File: src/rtl/sonic_eth_10g_mac_rx_stat_collector_pkg.sv
// Shared field indices, CSR map and beat type for the RX statistics collector.
package sonic_eth_10g_mac_rx_stat_collector_pkg;

  localparam int IN_DATA_W = 40;
  localparam int IN_ERR_W  = 7;
  localparam int LEN_W     = 16;

  localparam int FLAG_UNICAST   = 16;
  localparam int FLAG_MULTICAST = 17;
  localparam int FLAG_BROADCAST = 18;
  localparam int FLAG_PAUSE     = 19;

  localparam int ERR_UNDERSIZE   = 0;
  localparam int ERR_OVERSIZE    = 1;
  localparam int ERR_PAYLOAD_LEN = 2;
  localparam int ERR_CRC         = 3;
  localparam int ERR_PHY         = 6;

  localparam logic [3:0] ADDR_FRAMES_OK    = 4'd0;
  localparam logic [3:0] ADDR_FRAMES_ERR   = 4'd1;
  localparam logic [3:0] ADDR_CRC_ERR      = 4'd2;
  localparam logic [3:0] ADDR_UNDERSIZE    = 4'd3;
  localparam logic [3:0] ADDR_OVERSIZE     = 4'd4;
  localparam logic [3:0] ADDR_PAYLOAD_LEN  = 4'd5;
  localparam logic [3:0] ADDR_PHY_ERR      = 4'd6;
  localparam logic [3:0] ADDR_UNICAST_OK   = 4'd7;
  localparam logic [3:0] ADDR_MULTICAST_OK = 4'd8;
  localparam logic [3:0] ADDR_BROADCAST_OK = 4'd9;
  localparam logic [3:0] ADDR_PAUSE_OK     = 4'd10;
  localparam logic [3:0] ADDR_OCT_LO       = 4'd11;
  localparam logic [3:0] ADDR_OCT_HI       = 4'd12;
  localparam logic [3:0] ADDR_FRAMES_TOTAL = 4'd13;
  localparam logic [3:0] ADDR_RSVD         = 4'd14;
  localparam logic [3:0] ADDR_CTRL         = 4'd15;

  localparam int CLEAR_BIT = 0;

  // Category counters occupy CSR addresses 0..NUM_CAT-1 directly.
  localparam int NUM_CAT = 11;

  typedef struct packed {
    logic phy;
    logic crc;
    logic payload_len;
    logic oversize;
    logic undersize;
  } stat_err_t;

  typedef struct packed {
    logic [LEN_W-1:0] len;
    logic             unicast;
    logic             multicast;
    logic             broadcast;
    logic             pause;
    stat_err_t        err;
  } stat_beat_t;

  function automatic logic err_any(input stat_err_t e);
    return |e;
  endfunction

endpackage

File: src/rtl/sonic_eth_stat_counter.sv
// Single statistics counter: clear has priority over increment; optional saturation at all-ones.
module sonic_eth_stat_counter #(
  parameter int W     = 32,
  parameter int AMT_W = 1,
  parameter bit SAT   = 1'b0
) (
  input  logic             clk,
  input  logic             reset_n,
  input  logic             clr_i,
  input  logic             inc_i,
  input  logic [AMT_W-1:0] amt_i,
  output logic [W-1:0]     cnt_o
);

  logic [W-1:0] cnt_q, cnt_d;
  logic [W:0]   sum;

  assign sum = {1'b0, cnt_q} + (W+1)'(amt_i);

  always_comb begin
    cnt_d = cnt_q;
    if (clr_i) begin
      cnt_d = '0;
    end else if (inc_i) begin
      if (SAT && sum[W]) cnt_d = '1;
      else               cnt_d = sum[W-1:0];
    end
  end

  always_ff @(posedge clk or negedge reset_n) begin
    if (!reset_n) cnt_q <= '0;
    else          cnt_q <= cnt_d;
  end

  assign cnt_o = cnt_q;

endmodule

File: src/rtl/sonic_eth_10g_mac_rx_stat_collector.sv
// RX MAC statistics collector: two-stage beat pipeline feeding per-category counters behind a CSR port.
// Define SONIC_RX_STAT_SATURATE_EN to make all counters saturate instead of wrap.
import sonic_eth_10g_mac_rx_stat_collector_pkg::*;

module sonic_eth_10g_mac_rx_stat_collector #(
  parameter int CNT_W = 32,
  parameter int OCT_W = 64
) (
  input  logic                 clk,
  input  logic                 reset_n,
  input  logic                 in_valid,
  input  logic [IN_DATA_W-1:0] in_data,
  input  logic [IN_ERR_W-1:0]  in_error,
  input  logic [3:0]           csr_address,
  input  logic                 csr_read,
  input  logic                 csr_write,
  input  logic [31:0]          csr_writedata,
  output logic [31:0]          csr_readdata,
  output logic                 csr_readdatavalid
);

`ifdef SONIC_RX_STAT_SATURATE_EN
  localparam bit SAT = 1'b1;
`else
  localparam bit SAT = 1'b0;
`endif

  stat_beat_t beat_in, s1_beat_q;
  logic       s1_valid_q;

  assign beat_in.len             = in_data[LEN_W-1:0];
  assign beat_in.unicast         = in_data[FLAG_UNICAST];
  assign beat_in.multicast       = in_data[FLAG_MULTICAST];
  assign beat_in.broadcast       = in_data[FLAG_BROADCAST];
  assign beat_in.pause           = in_data[FLAG_PAUSE];
  assign beat_in.err.phy         = in_error[ERR_PHY];
  assign beat_in.err.crc         = in_error[ERR_CRC];
  assign beat_in.err.payload_len = in_error[ERR_PAYLOAD_LEN];
  assign beat_in.err.oversize    = in_error[ERR_OVERSIZE];
  assign beat_in.err.undersize   = in_error[ERR_UNDERSIZE];

  logic unused_ok;
  assign unused_ok = ^{in_data[IN_DATA_W-1:FLAG_PAUSE+1], in_error[5:4], csr_writedata[31:1]};

  always_ff @(posedge clk or negedge reset_n) begin
    if (!reset_n) begin
      s1_valid_q <= 1'b0;
      s1_beat_q  <= '0;
    end else begin
      s1_valid_q <= in_valid;
      s1_beat_q  <= beat_in;
    end
  end

  logic clr, beat_ok, beat_bad;
  assign clr      = csr_write && (csr_address == ADDR_CTRL) && csr_writedata[CLEAR_BIT];
  assign beat_ok  = s1_valid_q && !err_any(s1_beat_q.err);
  assign beat_bad = s1_valid_q &&  err_any(s1_beat_q.err);

  logic [NUM_CAT-1:0] cat_inc;
  always_comb begin
    cat_inc                    = '0;
    cat_inc[ADDR_FRAMES_OK]    = beat_ok;
    cat_inc[ADDR_FRAMES_ERR]   = beat_bad;
    cat_inc[ADDR_CRC_ERR]      = beat_bad && s1_beat_q.err.crc;
    cat_inc[ADDR_UNDERSIZE]    = beat_bad && s1_beat_q.err.undersize;
    cat_inc[ADDR_OVERSIZE]     = beat_bad && s1_beat_q.err.oversize;
    cat_inc[ADDR_PAYLOAD_LEN]  = beat_bad && s1_beat_q.err.payload_len;
    cat_inc[ADDR_PHY_ERR]      = beat_bad && s1_beat_q.err.phy;
    cat_inc[ADDR_UNICAST_OK]   = beat_ok && s1_beat_q.unicast;
    cat_inc[ADDR_MULTICAST_OK] = beat_ok && s1_beat_q.multicast;
    cat_inc[ADDR_BROADCAST_OK] = beat_ok && s1_beat_q.broadcast;
    cat_inc[ADDR_PAUSE_OK]     = beat_ok && s1_beat_q.pause;
  end

  logic [CNT_W-1:0] cat_cnt [NUM_CAT];
  logic [CNT_W-1:0] total_cnt;
  logic [OCT_W-1:0] oct_cnt;

  for (genvar g = 0; g < NUM_CAT; g++) begin : g_cat
    sonic_eth_stat_counter #(.W(CNT_W), .AMT_W(1), .SAT(SAT)) u_cnt (
      .clk     (clk),
      .reset_n (reset_n),
      .clr_i   (clr),
      .inc_i   (cat_inc[g]),
      .amt_i   (1'b1),
      .cnt_o   (cat_cnt[g])
    );
  end

  sonic_eth_stat_counter #(.W(CNT_W), .AMT_W(1), .SAT(SAT)) u_total (
    .clk     (clk),
    .reset_n (reset_n),
    .clr_i   (clr),
    .inc_i   (s1_valid_q),
    .amt_i   (1'b1),
    .cnt_o   (total_cnt)
  );

  sonic_eth_stat_counter #(.W(OCT_W), .AMT_W(LEN_W), .SAT(SAT)) u_octets (
    .clk     (clk),
    .reset_n (reset_n),
    .clr_i   (clr),
    .inc_i   (beat_ok),
    .amt_i   (s1_beat_q.len),
    .cnt_o   (oct_cnt)
  );

  logic [OCT_W-33:0] oct_hi_q;
  logic [31:0]       rd_mux;

  always_comb begin
    rd_mux = '0;
    for (int i = 0; i < NUM_CAT; i++) begin
      if (csr_address == 4'(i)) rd_mux = 32'(cat_cnt[i]);
    end
    case (csr_address)
      ADDR_OCT_LO:       rd_mux = oct_cnt[31:0];
      ADDR_OCT_HI:       rd_mux = 32'(oct_hi_q);
      ADDR_FRAMES_TOTAL: rd_mux = 32'(total_cnt);
      default:           ;
    endcase
  end

  // Reading the low octet word freezes the high word so a lo/hi pair is coherent.
  always_ff @(posedge clk or negedge reset_n) begin
    if (!reset_n) begin
      csr_readdata      <= '0;
      csr_readdatavalid <= 1'b0;
      oct_hi_q          <= '0;
    end else begin
      csr_readdatavalid <= csr_read;
      if (csr_read) csr_readdata <= rd_mux;
      if (clr)
        oct_hi_q <= '0;
      else if (csr_read && (csr_address == ADDR_OCT_LO))
        oct_hi_q <= oct_cnt[OCT_W-1:32];
    end
  end

endmodule

File: config.mk
export PLATFORM = sky130hd
export DESIGN_NAME = sonic_eth_10g_mac_rx_stat_collector
export DESIGN_NICKNAME = d
export VERILOG_FILES = /design/src/rtl/sonic_eth_10g_mac_rx_stat_collector_pkg.sv /design/src/rtl/sonic_eth_stat_counter.sv /design/src/rtl/sonic_eth_10g_mac_rx_stat_collector.sv
export SDC_FILE = /design/constraint.sdc
export NUM_CORES = 1
export LEC_CHECK = 0
export CORE_ASPECT_RATIO = 0.8
export CORE_MARGIN = 2
export CORE_UTILIZATION = 60
export CTS_CLUSTER_SIZE = 40
export DETAILED_ROUTE_END_ITERATION = 7
export PLACE_DENSITY = 0.84
export SYNTH_ARGS = -nofsm -noshare
export SYNTH_HDL_FRONTEND = slang
export SYNTH_SLANG_ARGS = --single-unit
File: constraint.sdc
create_clock -name clk -period 4.2 [get_ports clk]
set_clock_uncertainty 0.15 [all_clocks]
set_input_delay 1.26 -clock clk [delete_from_list [all_inputs] [get_ports clk]]
set_output_delay 1.26 -clock clk [all_outputs]
set_load 0.005 [all_outputs]
==> summary.md <==
| Metric | Value |
|---|---|
| Outcome | finished, violations left |
| Failing checks | design-rule violations |
| TritonCTS clock tree | yes |
| CTS Buf Count | 54 |
| Async S/R FF share, synth | 100.0% |
| Crit Path Max Fanout | 12 |
| Setup-failing EPs final | 0 |
| Seq/Total Area, Yosys | between 40% and 50% |
| Placer Congestion | roughly 1.0 |
| Slack of the critical path | slightly above 0.6 ns |
| Setup Total Neg Slack | 0 ns |
| Number of global-route vias before repair | around 24000 |
| Routed Antenna Nets | 0 |
| Crit start category | primary input |
| DP Wirelength | 62.99 mm |
| Power Dens Cells | 459.6 nW/um2 |
| WL/cell | 23.14 um |
| Ratio of cells with drive above 1 in the final layout | ~7% |
| Max-slew headroom | 38.98% |
| Final worst path period share | between 80% and 90% |
| Synthesized area per cell | 9.242 um2 |
| Htree depth | 2 |
| Post-CTS Resized | 0 |
| Critical Path Most Common Cell | buf_4 |
| Reg clk slew, reported paths | 0.06 ns |
| Crit. End Element | flip-flop |
| Core Area | ~47000 um2 |
| Pre-CTS WS | 0.03386 ns |
| Pins over their slew limit | 0 |
| Commonest cells in the netlist | dfrtp_1 (539), nor2_1 (506), nand2_1 (262) |
| Final Core Density | around two thirds |
| Hold Fails Final Rpt | 0 |
| Worst vdd ir | about 0.45 mV |
| Cell taking the most area after synthesis | dfrtp_1 |
| Worst Tran Pin Value | ~0.9 ns |
| Max cap viols | 0 |
| CP bufs+invs | 3 |
| Clock latency on the worst-skew pair | a little over 0.6 ns |
| Placed Cells | approximately 3700 |
| DIE HEIGHT | between 150 and 200 um |
| Die Span X | 248.2 um |
| P&R area growth vs syn | 12.58% |
| Pleak | between 10 and 15 nW |
| Critical path arrival | between 3 and 4 ns |
| Syn Inst Count | roughly 3100 |
| Initial core utilization | between 60% and 70% |
| Crit path time final | between 3 and 4 ns |
| Hold crit path type | reg2reg |
| Initial DRT Pass Iterations | 8 |
| Max Buffers Root-to-Sink | 3 |
| Worst path cell trace | clkdlybuf4s50_1 -> nand4_1 -> or2_2 -> buf_4 -> a2111oi_1 -> buf_4 -> nand2_1 -> or3_1 -> a21oi_1 |
| Non-Filler Instances | 3821 |
| Clk root buf | clkbuf_16 |
| Worst EP required | ~4.6 ns |
| Top_reg_cell synth | dfrtp_1 |
| Vias per cell | 6.639 |
| Number of antenna violations at the first check in global routing | 1 |
| Detailed Route Iter0 Violations | 3925 |
| Net count reported at finish | around 3300 |
| CP delay by family, top | simple AND/OR/NAND/NOR gates |
| Synth warnings | 0 |
| Total gr overflow | 0 |
| Largest stage delay, worst path | roughly 0.52 ns |
| Share of the synthesized area in the top cell type | ~47% |
| Fmax | 278.5 MHz |
| Syn Nets | ~3200 |
| Port Buffers | 67 |
| Final wirelength | approximately 88 mm |
| Remaining DRCs | 4 |
| Num rows | between 70 and 80 |
| Netlist cell types | 73 |
| Largest net degree at the start of global routing | between 100 and 150 |
| Hold Worst Slack | about 0.35 ns |
| Ports | ~120 |
| Hold_buf cts | 0 |
| First-pass GRT wire length | between 100 and 150 mm |
| All-Layer GR Usage | between 30% and 40% |
| Setup CP Type | in2reg |
| Slowest cell on crit path | or2_2 |
| CTS sink cnt | roughly 540 |
| Count leader, synth | dfrtp_1 |
| Flops & latches, synth | 539 |
| Dominant cells by area after synthesis | dfrtp_1 (47%), xor2_1 (7.2%), nor2_1 (6.6%) |
| RSZ-0062 raised after global routing | no |
| Post-synth EDFFs | 0 |
| Netlist Area Pre-Place | between 20000 and 30000 um2 |
| Vias | 25370 |
| Post-CTS setup buffer count | 0 |
| Die ar. | around 49000 um2 |
area by class of cell:
| cell class | count | area, um2 |
|---|---|---|
| clock buffers | 71 | 1455 |
| repair buffers | 173 | 1684 |
| fillers | 3539 | 14860 |
| inverters | 54 | 202.7 |
| diodes | 1 | 2.502 |
| clock inverters | 27 | 295.3 |
| well taps | 620 | 775.7 |
| multi-input cells | 2336 | 14320 |
| flip-flops and latches | 539 | 13490 |
per-stage QoR:
step / power [mW] / cell area, um2
2_1_floorplan: 8.591 / 28620
3_3_place_gp: 9.633 / 30470
3_5_place_dp: 9.829 / 30470
4_1_cts: 14.72 / 32220
5_1_grt: 15.40 / 32220
6_report: 14.81 / 32220
flip-flops by register name (all words and copies together) (netlist names):
signal,flops
s1_beat_q,25
oct_hi_q,32
u_total.cnt_o,32
csr_readdatavalid,1
g_cat.u_cnt.cnt_o,352
s1_valid_q,1
u_octets.cnt_o,64
csr_readdata,32
per-layer routing:
layer	GRT usage (%)	up-vias	part of all wire (%)
met5	0	-	0
met4	13.43	0	3.8
met3	8.474	201	12
met2	51.50	1528	43
met1	53.16	12530	41
li1	-	11110	-
layout by cell type (no fill, tap or decap), drive strengths merged, types with 15 or more instances in the layout:
cell,instances
clkbuf,71
nand2,262
buf,110
xnor2,142
xor2,236
nor2,508
ha,28
a2111oi,21
nor4,18
mux2i,38
a22o,66
nand4,102
nor2b,15
a211oi,29
inv,57
dfrtp,539
and2,26
a31oi,23
and4,40
nand3,159
or3,55
clkdlybuf4s50,63
a21oi,139
nor3,42
and3,52
o21ai,142
a222oi,43
logic make-up after synthesis:
| logic type | Yosys count | share of synthesized area (%) |
|---|---|---|
| AND/OR/NAND/NOR | 1306 | 21.66 |
| AO/OA/AOI/OAI | 581 | 13.81 |
| flip-flops | 539 | 47.12 |
| XOR/XNOR | 378 | 11.57 |
| buffers and inverters | 222 | 2.977 |
| multiplexers | 42 | 1.565 |
| adder cells (fa/ha/maj) | 29 | 1.294 |
where the power goes:
| group | total (mW) | internal, mW | switching, mW |
|---|---|---|---|
| clock | 4.90 | 2.75 | 2.15 |
| combinational | 2.69 | 1.16 | 1.53 |
| sequential | 7.21 | 6.02 | 1.19 |
final timing paths:
check	from	end	slack, ns	depth (start not counted)
max	csr_address[2]	g_cat[10].u_cnt.cnt_o[28]$_DFFE_PN0P_	0.61	9
min	oct_hi_q[10]$_DFFE_PN0P_	oct_hi_q[10]$_DFFE_PN0P_	0.35	1
max reg2reg	u_octets.cnt_o[0]$_DFFE_PN0P_	u_octets.cnt_o[30]$_DFFE_PN0P_	0.67	11
min reg2reg	oct_hi_q[10]$_DFFE_PN0P_	oct_hi_q[10]$_DFFE_PN0P_	0.35	1
max in group asynchronous	reset_n	csr_readdata[28]$_DFFE_PN0P_	2.51	2
min in group asynchronous	reset_n	g_cat[0].u_cnt.cnt_o[2]$_DFFE_PN0P_	0.51	1
No activity file was read; power rests on OpenSTA's default activity.
